`src/rtl/clock_mon_defs.sv`:
```
// Shared definitions for the clock edge monitor: FSM state encoding and
// default sizing constants used by the top level and its sub-blocks.
package clock_mon_defs;

    typedef enum logic [1:0] {
        ST_IDLE    = 2'd0,
        ST_WAIT1   = 2'd1,
        ST_MEASURE = 2'd2,
        ST_TRACK   = 2'd3
    } mon_state_t;

    localparam int DEF_SYNC_STAGES = 2;
    localparam int DEF_CNT_W       = 16;
    localparam int DEF_LOCK_COUNT  = 4;
    localparam int DEF_TOL         = 1;

    // Lock counter width; LOCK_COUNT is limited to 1..15 so four bits suffice.
    localparam int LOCK_W = 4;

endpackage

```
`src/rtl/sync_edge_detect.sv`:
```
// Brings an asynchronous level into the CLK_I domain through a flop chain and
// decodes rising/falling transitions of the synchronised level.
module sync_edge_detect
    import clock_mon_defs::*;
#(
    parameter int SYNC_STAGES = DEF_SYNC_STAGES
) (
    input  logic CLK_I,
    input  logic RST_I,
    input  logic D_I,
    output logic LVL_O,
    output logic RISE_O,
    output logic FALL_O
);

    logic [SYNC_STAGES-1:0] sync_q;
    logic                   level_d;

    // The chain always samples; gating of the edge pulses is left to the consumer.
    always_ff @(posedge CLK_I) begin
        if (RST_I) begin
            sync_q  <= '0;
            level_d <= 1'b0;
        end else begin
            sync_q  <= {sync_q[SYNC_STAGES-2:0], D_I};
            level_d <= sync_q[SYNC_STAGES-1];
        end
    end

    assign LVL_O  = sync_q[SYNC_STAGES-1];
    assign RISE_O = sync_q[SYNC_STAGES-1] & ~level_d;
    assign FALL_O = ~sync_q[SYNC_STAGES-1] & level_d;

endmodule

```
`src/rtl/clock_edge_monitor.sv`:
```
// Monitors a slow clock or strobe: single-cycle edge pulses, rise-to-rise
// period measurement, frequency lock indication and loss-of-clock timeout.
module clock_edge_monitor
    import clock_mon_defs::*;
#(
    parameter int SYNC_STAGES = DEF_SYNC_STAGES,
    parameter int CNT_W       = DEF_CNT_W,
    parameter int LOCK_COUNT  = DEF_LOCK_COUNT,
    parameter int TOL         = DEF_TOL
) (
    input  logic             CLK_I,
    input  logic             RST_I,
    input  logic             SLOW_I,
    input  logic             EN_I,
    output logic             RISE_O,
    output logic             FALL_O,
    output logic [CNT_W-1:0] PERIOD_O,
    output logic             PERIOD_VLD_O,
    output logic             LOCKED_O,
    output logic             TIMEOUT_O
);

    localparam int                DIFF_W      = CNT_W + 1;
    localparam logic [CNT_W-1:0]  CNT_MAX     = '1;
    localparam logic [CNT_W-1:0]  CNT_ONE     = CNT_W'(1);
    localparam logic [DIFF_W-1:0] TOL_V       = DIFF_W'(TOL);
    localparam logic [LOCK_W-1:0] LOCK_TARGET = LOCK_W'(LOCK_COUNT);
    localparam logic [LOCK_W-1:0] LOCK_ONE    = LOCK_W'(1);

    mon_state_t        state;
    logic [CNT_W-1:0]  cnt;
    logic [LOCK_W-1:0] lock_cnt;
    logic              level;
    logic              rise;
    logic              fall;
    logic [DIFF_W-1:0] diff;
    logic              in_tol;
    logic              cnt_sat;

    sync_edge_detect #(
        .SYNC_STAGES(SYNC_STAGES)
    ) u_sync (
        .CLK_I (CLK_I),
        .RST_I (RST_I),
        .D_I   (SLOW_I),
        .LVL_O (level),
        .RISE_O(rise),
        .FALL_O(fall)
    );

    // Absolute period difference, one bit wider so the subtraction never wraps.
    always_comb begin
        diff = '0;
        if (cnt >= PERIOD_O) begin
            diff = {1'b0, cnt} - {1'b0, PERIOD_O};
        end else begin
            diff = {1'b0, PERIOD_O} - {1'b0, cnt};
        end
    end

    assign in_tol  = (diff <= TOL_V);
    assign cnt_sat = (cnt == CNT_MAX);

    // Single FSM owning the counter, lock tracking and every registered output.
    // A rise seen together with counter saturation is processed as a normal
    // rise, so the saturated value is reported instead of a timeout.
    always_ff @(posedge CLK_I) begin
        if (RST_I) begin
            state        <= ST_IDLE;
            cnt          <= '0;
            lock_cnt     <= '0;
            PERIOD_O     <= '0;
            RISE_O       <= 1'b0;
            FALL_O       <= 1'b0;
            PERIOD_VLD_O <= 1'b0;
            LOCKED_O     <= 1'b0;
            TIMEOUT_O    <= 1'b0;
        end else if (!EN_I) begin
            state        <= ST_IDLE;
            cnt          <= '0;
            lock_cnt     <= '0;
            RISE_O       <= 1'b0;
            FALL_O       <= 1'b0;
            PERIOD_VLD_O <= 1'b0;
            LOCKED_O     <= 1'b0;
            TIMEOUT_O    <= 1'b0;
        end else begin
            RISE_O       <= (state != ST_IDLE) && rise;
            FALL_O       <= (state != ST_IDLE) && fall;
            PERIOD_VLD_O <= 1'b0;
            if ((state != ST_IDLE) && rise) begin
                TIMEOUT_O <= 1'b0;
            end

            case (state)
                ST_IDLE: begin
                    state <= ST_WAIT1;
                    cnt   <= '0;
                end

                ST_WAIT1: begin
                    if (rise) begin
                        state <= ST_MEASURE;
                        cnt   <= CNT_ONE;
                    end
                end

                ST_MEASURE: begin
                    if (rise) begin
                        PERIOD_O     <= cnt;
                        PERIOD_VLD_O <= 1'b1;
                        cnt          <= CNT_ONE;
                        lock_cnt     <= '0;
                        state        <= ST_TRACK;
                    end else if (cnt_sat) begin
                        TIMEOUT_O <= 1'b1;
                        LOCKED_O  <= 1'b0;
                        lock_cnt  <= '0;
                        cnt       <= '0;
                        state     <= ST_WAIT1;
                    end else begin
                        cnt <= cnt + CNT_ONE;
                    end
                end

                ST_TRACK: begin
                    if (lock_cnt == LOCK_TARGET) begin
                        LOCKED_O <= 1'b1;
                    end
                    if (rise) begin
                        PERIOD_O     <= cnt;
                        PERIOD_VLD_O <= 1'b1;
                        cnt          <= CNT_ONE;
                        if (in_tol) begin
                            if (lock_cnt != LOCK_TARGET) begin
                                lock_cnt <= lock_cnt + LOCK_ONE;
                            end
                        end else begin
                            lock_cnt <= '0;
                            LOCKED_O <= 1'b0;
                        end
                    end else if (cnt_sat) begin
                        TIMEOUT_O <= 1'b1;
                        LOCKED_O  <= 1'b0;
                        lock_cnt  <= '0;
                        cnt       <= '0;
                        state     <= ST_WAIT1;
                    end else begin
                        cnt <= cnt + CNT_ONE;
                    end
                end
            endcase
        end
    end

    // A decoded rise implies the synchronised level is high; a period update
    // always coincides with its rise pulse.
    assert property (@(posedge CLK_I) disable iff (RST_I) rise |-> level);
    assert property (@(posedge CLK_I) disable iff (RST_I) PERIOD_VLD_O |-> RISE_O);

endmodule

```
`config.mk`:
```
export PLATFORM = sky130hd
export DESIGN_NAME = clock_edge_monitor
export DESIGN_NICKNAME = d
export VERILOG_FILES = /design/src/rtl/clock_mon_defs.sv /design/src/rtl/sync_edge_detect.sv /design/src/rtl/clock_edge_monitor.sv
export SDC_FILE = /design/constraint.sdc
export NUM_CORES = 1
export LEC_CHECK = 0
export BUFFER_PORTS_ARGS = -buffer_cell sky130_fd_sc_hd__buf_4
export CAP_MARGIN = 10
export CORE_MARGIN = 2
export CORE_UTILIZATION = 40
export CTS_BUF_LIST = sky130_fd_sc_hd__clkbuf_4 sky130_fd_sc_hd__clkbuf_8 sky130_fd_sc_hd__clkbuf_16
export DETAILED_ROUTE_END_ITERATION = 10
export SLEW_MARGIN = 20
export SYNTH_ARGS = -nofsm -noshare
export SYNTH_HDL_FRONTEND = slang
export SYNTH_SLANG_ARGS = --single-unit
```
`constraint.sdc`:
```
create_clock -name CLK_I -period 5.3 [get_ports CLK_I]
set_input_delay 0.53 -clock CLK_I [delete_from_list [all_inputs] [get_ports CLK_I]]
set_output_delay 0.53 -clock CLK_I [all_outputs]
set_load 0.01 [all_outputs]
```
==> summary.md <==
| Metric | Value |
|---|---|
| Status | finished, final reports clean |
| Min Hold Slack | between 0.4 and 0.5 ns |
| YS warnings | 0 |
| Slowest stage delay, CP | between 0.5 and 0.6 ns |
| Rows | 35 |
| TritonCTS Buffers | 5 |
| CP Launch Type | flop |
| WL per Instance | 15.65 um |
| Syn Inst Count | 511 |
| Pwr Density | 152.8 nW/um^2 |
| # setup viols final | 0 |
| Remaining global-route overflow | 0 |
| Die width | 101.8 um |
| Worst EP required | 5.54 ns |
| Cell area after layout | 4155 um^2 |
| FF-to-FF Start | PERIOD_O[4]$_SDFFE_PP0P_ |
| Yosys reg bits | 46 |
| Flop2flop setup slack | 1.81 ns |
| Clock sinks | 46 |
| Largest net degree at the start of global routing | 23 |
| Skew-Pair Late Insertion Delay | 0.30 ns |
| Post-CTS setup buffers | 0 |
| Final Cycle Share | 0.6592 |
| Die Span Y | 101.8 um |
| Post_cts resized | 0 |
| Maximum vdd drop | 0.0001401 V |
| Setup Skew | 0.005159 ns |
| First-pass GRT wire length | 16680 um |
| Vias per std cell | approximately 5.5 |
| Slew Limit Fails | 0 |
| Top Layer Used | met4 |
| Data arrival, critical path | 3.73 ns |
| Critical Path Slowest Stage Cell | ha_1 |
| Fin. Hold Viols | 0 |
| Max_slew headroom | 0.4589 |
| Met1 WL | 4908 um |
| Area leader, netlist | dfxtp_1 |
| Worst R2R End | lock_cnt[2]$_SDFFE_PP0P_ |
| HP Class | input pin to flop |
| Met3 WL | 347 um |
| Filler cells | 972 |
| TritonCTS clock tree | done |
| Gr usage total | 0.2020 |
| Critical path cell sequence | inv_1 -> ha_1 -> nand4_1 -> or3_1 -> a21oi_2 -> o31ai_4 -> nand2_4 -> mux2i_1 -> xnor2_1 -> nor4_4 -> o2111ai_1 -> a21oi_1 |
| Avg Inst Size Synth | 7.483 um^2 |
| Nets | 559 |
| Area after DPL | 4041 um^2 |
| DR vias | 3551 |
| Total power | 635.1 uW |
| Beginning of the critical path | PERIOD_O[4]$_SDFFE_PP0P_ |
| Kind of critical path | flop to flop |
| Setup crit end | lock_cnt[2]$_SDFFE_PP0P_ |
| ANT nets after route | 0 |
| H-tree levels | 2 |
| Clock slew at reported path FFs | 0.09 ns |
| Max cap viols | 0 |
| Ant. Diodes | 0 |
| Remaining DRCs | 0 |
| Fmax | ~290 MHz |
| Ys async rst share | 0 |
| Register area share after synthesis | 0.2408 |
| I/O Pins | 25 |
| P_leak | 1.676 nW |
| Post-CTS Hold Buffers | 0 |
| Syn nets | ~550 |
| CTS Buffer Depth | 2 |
| Worst Reg2Reg Path Length in Cells | 12 |
| Ys flop type | dfxtp_1 |
| Worst-margin pin slew | 0.8094 ns |
| DR iter-0 viols | 138 |
| DPL Wire Length | 7883 um |
| Initial antenna violation count | 0 |
| Tmin final | 3.494 ns |
| Top cells by area, synth | dfxtp_1 (24%), ha_1 (11%), a21oi_1 (7.2%) |
| Crit end category | flop |
| Met2 wire length | between 4000 and 5000 um |
| Starting Density | 0.4138 |
| RSZ-0062 raised after global routing | no |
| Placer Congestion | about 0.96 |
| Final WL | 10140 um |
| Footprint of the multi-input gates | 2606 um^2 |
| EDFF count, synth | 0 |
| DR pass1 iterations | 5 |
| Area growth, synth to finish | 8.672% |
| Die Area | 10360 um^2 |
| Critical path fanouts, max | 15 |
| Port bufs | 24 |
| Register area | 920.9 um^2 |
| Core area | 9240 um^2 |
| Share of the synthesized area in the top cell type | 0.2408 |
| Netlist cell types | 61 |
| Post-Synthesis Cell Area | 3824 um^2 |
| Vias in the first global route | 3436 |
| Share of layout cells above drive strength 1 | 0.08863 |
| Source of the worst hold timing path | SLOW_I |
| Root buffer cell | clkbuf_8 |
| Total Neg Setup Slack | 0 ns |
[cell families after synthesis]
family	share of synthesized area
adder cells (fa/ha/maj)	0.1250
XOR/XNOR	0.05268
AO/OA/AOI/OAI	0.2405
buffers and inverters	0.07755
flip-flops	0.2408
AND/OR/NAND/NOR	0.2556
multiplexers	0.007854
[report_power, final]
group | leakage, nW | switching [mW] | internal, mW
combinational | 1.25 | 0.0133 | 0.00601
clock | 0.0548 | 0.121 | 0.146
sequential | 0.371 | 0.00169 | 0.347
total | 1.68 | 0.136 | 0.499
[state kept, by name, indices dropped and copies added (netlist names), 2 cells and up]
signal,cells
PERIOD_O,16
cnt,16
lock_cnt,4
state,2
u_sync.sync_q,2
[metrics by stage]
stage | setup WS [ns] | util | std cells
after floorplan | 2.374 | - | 511
after global placement | 1.913 | 0.4374 | 640
after detailed placement | 1.862 | 0.4374 | 640
after CTS | 1.834 | 0.4497 | 648
after global routing | 1.547 | 0.4497 | 648
final | 1.806 | 0.4497 | 648
[worst min path at each step]
| stage | slack, ns | depth (start not counted) | to |
|---|---|---|---|
| 5_1_grt | 0.44 | 2 | u_sync.sync_q[0]$_SDFF_PP0_ |
| 6_report | 0.44 | 2 | u_sync.sync_q[0]$_SDFF_PP0_ |
| 2_1_floorplan | 0.41 | 1 | u_sync.sync_q[1]$_SDFF_PP0_ |
| 3_5_place_dp | 0.44 | 1 | u_sync.sync_q[1]$_SDFF_PP0_ |
| 3_3_place_gp | 0.43 | 1 | u_sync.sync_q[1]$_SDFF_PP0_ |
| 4_1_cts | 0.43 | 2 | u_sync.sync_q[0]$_SDFF_PP0_ |
[cell type report]
type | instances | area share
Clock buffer | 6 | 0.01837
Timing Repair Buffer | 24 | 0.04336
Clock inverter | 2 | 0.009033
Tap cell | 129 | 0.03884
Multi-Input combinational cell | 395 | 0.6272
Sequential cell | 46 | 0.2216
Inverter | 46 | 0.04155
[routing by layer]
| metal | vias up | GRT usage |
|---|---|---|
| met5 | - | 0 |
| met4 | 0 | 0.06029 |
| met3 | 14 | 0.01932 |
| met2 | 82 | 0.3340 |
| met1 | 1657 | 0.2785 |
| li1 | 1798 | - |
[synth_stat cells, types with 5 or more instances]
library cell,n
nand2_1,67
a21oi_1,55
dfxtp_1,46
inv_1,46
nor2_1,38
ha_1,35
o21ai_0,21
xnor2_1,19
nand3_1,15
and3_1,14
a21o_1,12
clkbuf_1,12
nor2b_1,11
buf_2,9
nand4_1,8
nor3_1,8
and2_1,5
nand2b_1,5
[critical path: cells and delay by family, from the launching register on]
kind,cells,cell delay (ns)
muxes,1,0.23
xor gates and xnor gates,1,0.12
adders and majority gates,1,0.59
buffers and inverters,1,0.06
DFF,1,0.38
AOI/OAI and AO/OA,4,0.76
and+or+nand+nor,4,1.29
[cells in the final DEF, fill, tap and decap left out, drive strengths merged, types with 4 or more instances in the layout]
| master | n |
|---|---|
| a211oi | 5 |
| a21o | 12 |
| a21oi | 57 |
| a221oi | 4 |
| a31oi | 4 |
| and2 | 5 |
| and3 | 14 |
| and4 | 4 |
| buf | 24 |
| clkbuf | 6 |
| dfxtp | 46 |
| ha | 35 |
| inv | 46 |
| nand2 | 68 |
| nand2b | 5 |
| nand3 | 15 |
| nand4 | 9 |
| nor2 | 39 |
| nor2b | 11 |
| nor3 | 8 |
| nor4 | 4 |
| o21ai | 25 |
| xnor2 | 19 |
| xor2 | 4 |
Note: power is estimated with default switching activity, not from simulation.
